## src/rtl/mul_pkg.sv

```systemverilog
// Shared definitions for the iterative multiplier: FSM states and sizing helpers.
package mul_pkg;

    typedef enum logic [1:0] {
        IDLE = 2'd0,
        RUN  = 2'd1,
        FIN  = 2'd2,
        DONE = 2'd3
    } state_t;

    localparam int WIDTH_DEF = 32;
    localparam int STEP_DEF  = 1;
    localparam int ITER      = WIDTH_DEF / STEP_DEF;

    function automatic int iter_count(input int width, input int step);
        return width / step;
    endfunction

    // Counter must hold the full iteration count, hence ITER+1 states.
    function automatic int cnt_width(input int iter);
        return $clog2(iter + 1);
    endfunction

endpackage

```

## src/rtl/mul_iter_if.sv

```systemverilog
// Request/response bundle between the control unit and the iterative multiplier.
interface mul_iter_if #(
    parameter int WIDTH = 32
);
    logic             start;
    logic             is_signed;
    logic [WIDTH-1:0] a;
    logic [WIDTH-1:0] b;
    logic             ready;
    logic             busy;
    logic             done;
    logic [WIDTH-1:0] hi;
    logic [WIDTH-1:0] lo;

    modport master (
        output start, is_signed, a, b,
        input  ready, busy, done, hi, lo
    );

    modport slave (
        input  start, is_signed, a, b,
        output ready, busy, done, hi, lo
    );
endinterface

```

## src/rtl/mul_iter_step.sv

```systemverilog
// Combinational STEP-bit partial product of mcand, added onto the running accumulator.
module mul_iter_step #(
    parameter int WIDTH = 32,
    parameter int STEP  = 1
) (
    input  logic [2*WIDTH-1:0] acc,
    input  logic [2*WIDTH-1:0] mcand,
    input  logic [STEP-1:0]    digit,
    output logic [2*WIDTH-1:0] acc_next
);

    logic [2*WIDTH-1:0] terms [STEP];

    genvar gi;
    generate
        for (gi = 0; gi < STEP; gi++) begin : g_term
            assign terms[gi] = digit[gi] ? (mcand << gi) : '0;
        end
    endgenerate

    always_comb begin
        acc_next = acc;
        for (int i = 0; i < STEP; i++) begin
            acc_next = acc_next + terms[i];
        end
    end

endmodule

```

## src/rtl/mul_iter.sv

```systemverilog
// Multi-cycle signed/unsigned shift-add multiplier retiring STEP multiplier bits per cycle.
// Optional MUL_ITER_EARLY_TERM_EN: leave RUN as soon as the remaining multiplier is zero.
module mul_iter
    import mul_pkg::*;
#(
    parameter int WIDTH = 32,   // even, >= 4
    parameter int STEP  = 1     // 1, 2, 4 or 8, divides WIDTH
) (
    input  logic       clk,
    input  logic       rst,
    mul_iter_if.slave  bus
);

    localparam int N_ITER = iter_count(WIDTH, STEP);
    localparam int CNT_W  = cnt_width(N_ITER);

    state_t             state_reg;
    state_t             state_next;
    logic               ready_c;
    logic               busy_c;
    logic               done_c;
    logic               accept;
    logic               run_last;

    logic [2*WIDTH-1:0] acc_reg;
    logic [2*WIDTH-1:0] acc_next;
    logic [2*WIDTH-1:0] mcand_reg;
    logic [WIDTH-1:0]   mplier_reg;
    logic [CNT_W-1:0]   cnt_reg;
    logic               neg_reg;
    logic [WIDTH-1:0]   hi_reg;
    logic [WIDTH-1:0]   lo_reg;

    logic [WIDTH-1:0]   mag_a;
    logic [WIDTH-1:0]   mag_b;
    logic [2*WIDTH-1:0] prod_fin;

    assign accept = bus.start & ready_c;

    // |most-negative| still fits as an unsigned WIDTH-bit magnitude.
    assign mag_a = (bus.is_signed && bus.a[WIDTH-1]) ? -bus.a : bus.a;
    assign mag_b = (bus.is_signed && bus.b[WIDTH-1]) ? -bus.b : bus.b;

    // The RUN cycle after the last retirement only decides the exit.
`ifdef MUL_ITER_EARLY_TERM_EN
    assign run_last = (cnt_reg == '0) || (mplier_reg == '0);
`else
    assign run_last = (cnt_reg == '0);
`endif

    assign prod_fin = neg_reg ? -acc_reg : acc_reg;

    mul_iter_step #(
        .WIDTH (WIDTH),
        .STEP  (STEP)
    ) u_step (
        .acc      (acc_reg),
        .mcand    (mcand_reg),
        .digit    (mplier_reg[STEP-1:0]),
        .acc_next (acc_next)
    );

    always_ff @(posedge clk) begin
        if (rst) begin
            state_reg <= IDLE;
        end else begin
            state_reg <= state_next;
        end
    end

    always_comb begin
        state_next = state_reg;
        ready_c    = 1'b0;
        busy_c     = 1'b0;
        done_c     = 1'b0;
        case (state_reg)
            IDLE: begin
                ready_c = 1'b1;
                if (bus.start) begin
                    state_next = RUN;
                end
            end
            RUN: begin
                busy_c = 1'b1;
                if (run_last) begin
                    state_next = FIN;
                end
            end
            FIN: begin
                busy_c     = 1'b1;
                state_next = DONE;
            end
            DONE: begin
                ready_c    = 1'b1;
                done_c     = 1'b1;
                state_next = bus.start ? RUN : IDLE;
            end
            default: begin
                state_next = IDLE;
            end
        endcase
    end

    always_ff @(posedge clk) begin
        if (rst) begin
            acc_reg    <= '0;
            mcand_reg  <= '0;
            mplier_reg <= '0;
            cnt_reg    <= '0;
            neg_reg    <= 1'b0;
            hi_reg     <= '0;
            lo_reg     <= '0;
        end else begin
            if (accept) begin
                acc_reg    <= '0;
                mcand_reg  <= {{WIDTH{1'b0}}, mag_a};
                mplier_reg <= mag_b;
                cnt_reg    <= CNT_W'(N_ITER);
                neg_reg    <= bus.is_signed & (bus.a[WIDTH-1] ^ bus.b[WIDTH-1]);
            end else if (state_reg == RUN && !run_last) begin
                acc_reg    <= acc_next;
                mcand_reg  <= mcand_reg << STEP;
                mplier_reg <= mplier_reg >> STEP;
                cnt_reg    <= cnt_reg - CNT_W'(1);
            end
            if (state_reg == FIN) begin
                {hi_reg, lo_reg} <= prod_fin;
            end
        end
    end

    assign bus.ready = ready_c;
    assign bus.busy  = busy_c;
    assign bus.done  = done_c;
    assign bus.hi    = hi_reg;
    assign bus.lo    = lo_reg;

endmodule

```

## src/flat_wrapper.sv

```systemverilog
// flat-port wrapper written by rule: the top's interface ports become plain ports
module mul_iter_flat import mul_pkg::*;
#(
    parameter int WIDTH = 32,                
    parameter int STEP  = 1                                   
)
  (clk, rst, bus_start, bus_is_signed, bus_a, bus_b, bus_ready, bus_busy, bus_done, bus_hi, bus_lo);
  mul_iter_if #(.WIDTH(WIDTH)) bus_i ();
  input  logic clk;
  input  logic rst;
  input wire logic [$bits(bus_i.start)-1:0] bus_start;
  input wire logic [$bits(bus_i.is_signed)-1:0] bus_is_signed;
  input wire logic [$bits(bus_i.a)-1:0] bus_a;
  input wire logic [$bits(bus_i.b)-1:0] bus_b;
  output wire logic [$bits(bus_i.ready)-1:0] bus_ready;
  output wire logic [$bits(bus_i.busy)-1:0] bus_busy;
  output wire logic [$bits(bus_i.done)-1:0] bus_done;
  output wire logic [$bits(bus_i.hi)-1:0] bus_hi;
  output wire logic [$bits(bus_i.lo)-1:0] bus_lo;
  assign bus_i.start = bus_start;
  assign bus_i.is_signed = bus_is_signed;
  assign bus_i.a = bus_a;
  assign bus_i.b = bus_b;
  assign bus_ready = bus_i.ready;
  assign bus_busy = bus_i.busy;
  assign bus_done = bus_i.done;
  assign bus_hi = bus_i.hi;
  assign bus_lo = bus_i.lo;
  mul_iter #(.WIDTH(WIDTH), .STEP(STEP)) u_core (.clk(clk), .rst(rst), .bus(bus_i));
endmodule
```

## config.mk

```make
export PLATFORM = sky130hd
export DESIGN_NAME = mul_iter_flat
export DESIGN_NICKNAME = d
export VERILOG_FILES = /design/src/rtl/mul_pkg.sv /design/src/rtl/mul_iter_if.sv /design/src/rtl/mul_iter_step.sv /design/src/rtl/mul_iter.sv /design/src/flat_wrapper.sv
export SDC_FILE = /design/constraint.sdc
export NUM_CORES = 1
export LEC_CHECK = 0
export CORE_UTILIZATION = 54
export DETAILED_ROUTE_END_ITERATION = 7
export PLACE_DENSITY = 0.82
export SLEW_MARGIN = 20
export SYNTH_ARGS = -nofsm -noshare
export SYNTH_HDL_FRONTEND = slang
export SYNTH_SLANG_ARGS = --single-unit
```

## constraint.sdc

```tcl
create_clock -name clk -period 3.7 [get_ports clk]
set_input_delay 0.37 -clock clk [delete_from_list [all_inputs] [get_ports clk]]
set_output_delay 0.37 -clock clk [all_outputs]
set_load 0.01 [all_outputs]
```

==> flow_metrics.py <==
metrics = {
    "worst_setup_path": {
        "cp-start-kind": "flip-flop",
        "cp_data_arrival_time_ns": 4.02,
        "end_kind": "flip-flop",
        "rr_startpoint": "u_core.mplier_reg[0]",
        "crit_path_max_fanout": 13,
        "reg2reg_to": "u_core.acc_reg[60]",
        "rrSetupSlack_ns": 0.17,
        "cp.required_ns": 4.19,
        "worst-setup-path-type": "flip-flop to flip-flop",
        "worstRegToRegCells": 13,
    },
    "place": {
        "post-place-ws_ns": -0.09226,
        "placed_cells": 2529,
        "port_buffers": 134,
        "place_congestion": 0.9621,
        "hpwlAfterDp_mm": 31.86,
    },
    "power_and_ir_drop": {
        "switching_share": 0.3750,
        "seq_power_share": 0.355,
        "comb_power_share": 0.367,
        "power_switching_uw": 3436,
        "power_uw": 9163,
        "power_frac_clock": 0.278,
        "peakVddDrop_mv": 0.7562,
        "p_leak_uw": 0.007503,
        "powerDensity_nw_per_um2": 496.7,
        "intPower_uw": 5727,
    },
    "worst_hold_path": {
        "holdPathEnd": "u_core.mcand_reg[31]",
        "hold_path_class": "primary input to flip-flop",
        "hold_depth": 2,
        "hold_start": "rst",
    },
    "synthesis": {
        "yosys.area.top_type": "dfxtp_1",
        "synth-seq-area-share": 0.3006,
        "synth.cell_area_um2": 15520,
        "ys_warn_count": 0,
        "synth_flop_cell": "dfxtp_1",
        "synth-edff-count": 0,
        "synthTopCellsByArea": "dfxtp_1 30%, nand2_1 8.8%, a21oi_1 6.0%",
        "synth_cell_types": 76,
        "avgSynthCellArea_um2": 7.518,
        "synth_cells": 2064,
        "synth_seq_cells": 233,
        "async_flop_share": 0,
        "syn_nets": 2205,
        "synth_top_area_frac": 0.3006,
    },
    "floorplan": {
        "ios": 135,
        "rows": 61,
        "die-area_um2": 29420,
        "die-height_um": 171.5,
        "initial_core_util": 0.5539,
        "core_um2": 28010,
        "fp.dieW_um": 171.5,
    },
    "timing": {
        "rsz0062_at_grt": "no",
        "whs_ns": 0.2159,
        "worst_slew_pin_slew_ns": 0.7608,
        "drv_slew": 0,
        "max_freq_mhz": 283.0,
        "finalHoldViolations": 0,
        "skew_ns": 0.01803,
        "finalSetupViolCount": 0,
        "timing.final.crit_share": 0.9550,
        "slew_headroom": 0.4921,
        "setup_slack_ns": 0.1666,
        "fin_crit_ns": 3.533,
    },
    "clock_tree": {
        "cts_tree": "yes",
        "cts_inserted_buffers": 25,
        "root_buffer": "clkbuf_16",
        "cts_max_level": 1,
        "cts.reportedPaths.clkPinSlew_ns": 0.06,
        "insertion_delay_ns": 0.54,
        "clock_path_buffers": 3,
        "cts_sinks": 233,
        "post-cts-setup-buffers": 0,
        "postCtsHoldBufs": 0,
    },
    "detailed_routing": {
        "routed_via_density": 5.967,
        "postRouteAntennaNets": 0,
        "drt-total-wl_mm": 42.94,
        "drc": 0,
        "first_pass_iters": 5,
        "via_count": 15370,
        "wl_per_cell_um": 16.67,
        "drt_iter0_drc": 1140,
    },
    "finish": {
        "final_cell_mix": "364 x nand2_1, 232 x dfxtp_1, 204 x nor2_1",
        "final_common_cell": "nand2_1",
        "antenna_cells": 0,
        "regArea_um2": 4666,
        "final_cells": 2576,
        "multiInputGateArea_um2": 10280,
        "area_delta_synth_final_pct": 18.90,
        "drive_above_1_share": 0.07643,
        "postLayoutCoreUtil": 0.6586,
        "n_fill_cell": 2384,
        "final_nets": 2320,
    },
    "global_route": {
        "grt_pass1_vias": 14070,
        "grt_overflow": 0,
        "grt_max_degree": 107,
        "grtUsageTotal": 0.2877,
        "antenna_found_initial": 0,
        "grt_pass1_wl_mm": 69.39,
    },
    "job": {
        "max_cap_violations": 0,
    },
    "outcome": {
        "status": "completed",
    },
}
==> stage by stage <==
stage / instance area (µm²) / TNS [ns]
after floorplan: 15520 / 0
after global placement: 17530 / 0
after detailed placement: 17530 / -0.1076
after CTS: 18380 / 0
after global routing: 18450 / 0
final: 18450 / 0
==> logic make-up after synthesis <==
group / after synthesis / share of synthesized area
xor gates and xnor gates: 162 / 0.09144
buffers and inverters: 170 / 0.04137
AOI/OAI and AO/OA: 532 / 0.2262
DFF: 233 / 0.3006
adders and majority gates: 73 / 0.05935
muxes: 36 / 0.02339
and+or+nand+nor: 858 / 0.2576
==> critical path, stage by stage (launching register included) <==
cell and delay, ns:
dfxtp_2 0.37, buf_4 0.19, and2_1 0.15, ha_1 0.30, and3_1 0.19, a221oi_2 0.08
or4b_4 0.55, nand3_2 0.12, nand4bb_1 0.15, a211o_1 0.34, a211o_1 0.32, a21o_1 0.21
a2111oi_2 0.35, a311o_1 0.17
==> power groups by stage <==
| stage | clock network, µW | logic, µW | registers (µW) |
|---|---|---|---|
| 2_1_floorplan | 0 | 2250 | 3240 |
| 3_3_place_gp | 0 | 3240 | 3280 |
| 3_5_place_dp | 0 | 3320 | 3290 |
| 4_1_cts | 2590 | 3340 | 3250 |
| 5_1_grt | 2680 | 3720 | 3300 |
| 6_report | 2540 | 3370 | 3250 |
==> routing by layer <==
layer / share of wire / vias up / global-route usage
li1: - / 7575 / -
met3: 0.086 / 77 / 0.04763
met2: 0.44 / 604 / 0.4529
met5: 0 / - / 0
met1: 0.46 / 7116 / 0.4033
met4: 0.021 / 0 / 0.07958
==> final cells by class <==
class | instances | area share
clock inverter | 10 | 0.006104
inverter | 41 | 0.008342
multi-input combinational | 1661 | 0.5575
timing repair buffer | 217 | 0.1101
sequential | 233 | 0.2529
tap | 378 | 0.02564
clock buffer | 36 | 0.03940
==> Yosys cell counts (4+ instances only) <==
| cell type | n |
|---|---|
| a211o_1 | 4 |
| nor3_1 | 25 |
| buf_1 | 14 |
| nand3_1 | 35 |
| nor2b_1 | 10 |
| nand3b_1 | 14 |
| o21ai_0 | 80 |
| nor4b_1 | 4 |
| a31o_2 | 4 |
| a21o_1 | 46 |
| dfxtp_1 | 233 |
| clkbuf_1 | 114 |
| or2_2 | 6 |
| o21bai_1 | 7 |
| and3_1 | 17 |
| or4_1 | 14 |
| a31oi_1 | 14 |
| nor2_1 | 204 |
| xor2_1 | 97 |
| mux2i_1 | 34 |
| xnor2_1 | 65 |
| o31ai_1 | 19 |
| and2_1 | 73 |
| or3_1 | 21 |
| nand2_1 | 365 |
| inv_1 | 41 |
| nor4_1 | 15 |
| o21a_1 | 4 |
| a311oi_1 | 65 |
| nor3b_1 | 6 |
| o31a_1 | 4 |
| o41ai_1 | 14 |
| ha_1 | 72 |
| nand4_1 | 22 |
| o211ai_1 | 4 |
| nand2b_1 | 9 |
| a21oi_1 | 186 |
| a211oi_1 | 45 |
==> worst max path at each step <==
| stage | slack [ns] | end | startpoint |
|---|---|---|---|
| after floorplan | 0.06 | u_core.acc_reg[60] | u_core.mplier_reg[0] |
| after global placement | 0.08 | u_core.acc_reg[60] | u_core.mplier_reg[0] |
| after detailed placement | -0.09 | u_core.acc_reg[61] | u_core.mplier_reg[0] |
| after CTS | 0.03 | u_core.acc_reg[60] | u_core.mplier_reg[0] |
| after global routing | 0.006 | u_core.acc_reg[61] | u_core.mplier_reg[0] |
| final | 0.17 | u_core.acc_reg[60] | u_core.mplier_reg[0] |
==> repair_timing <==
| action | CTS | global route |
|---|---|---|
| setup endpoints to repair | 3 | 12 |
| gates resized for setup | 4 | 12 |
| pin swaps | 0 | 1 |
Note: power is estimated with default switching activity, not from simulation.
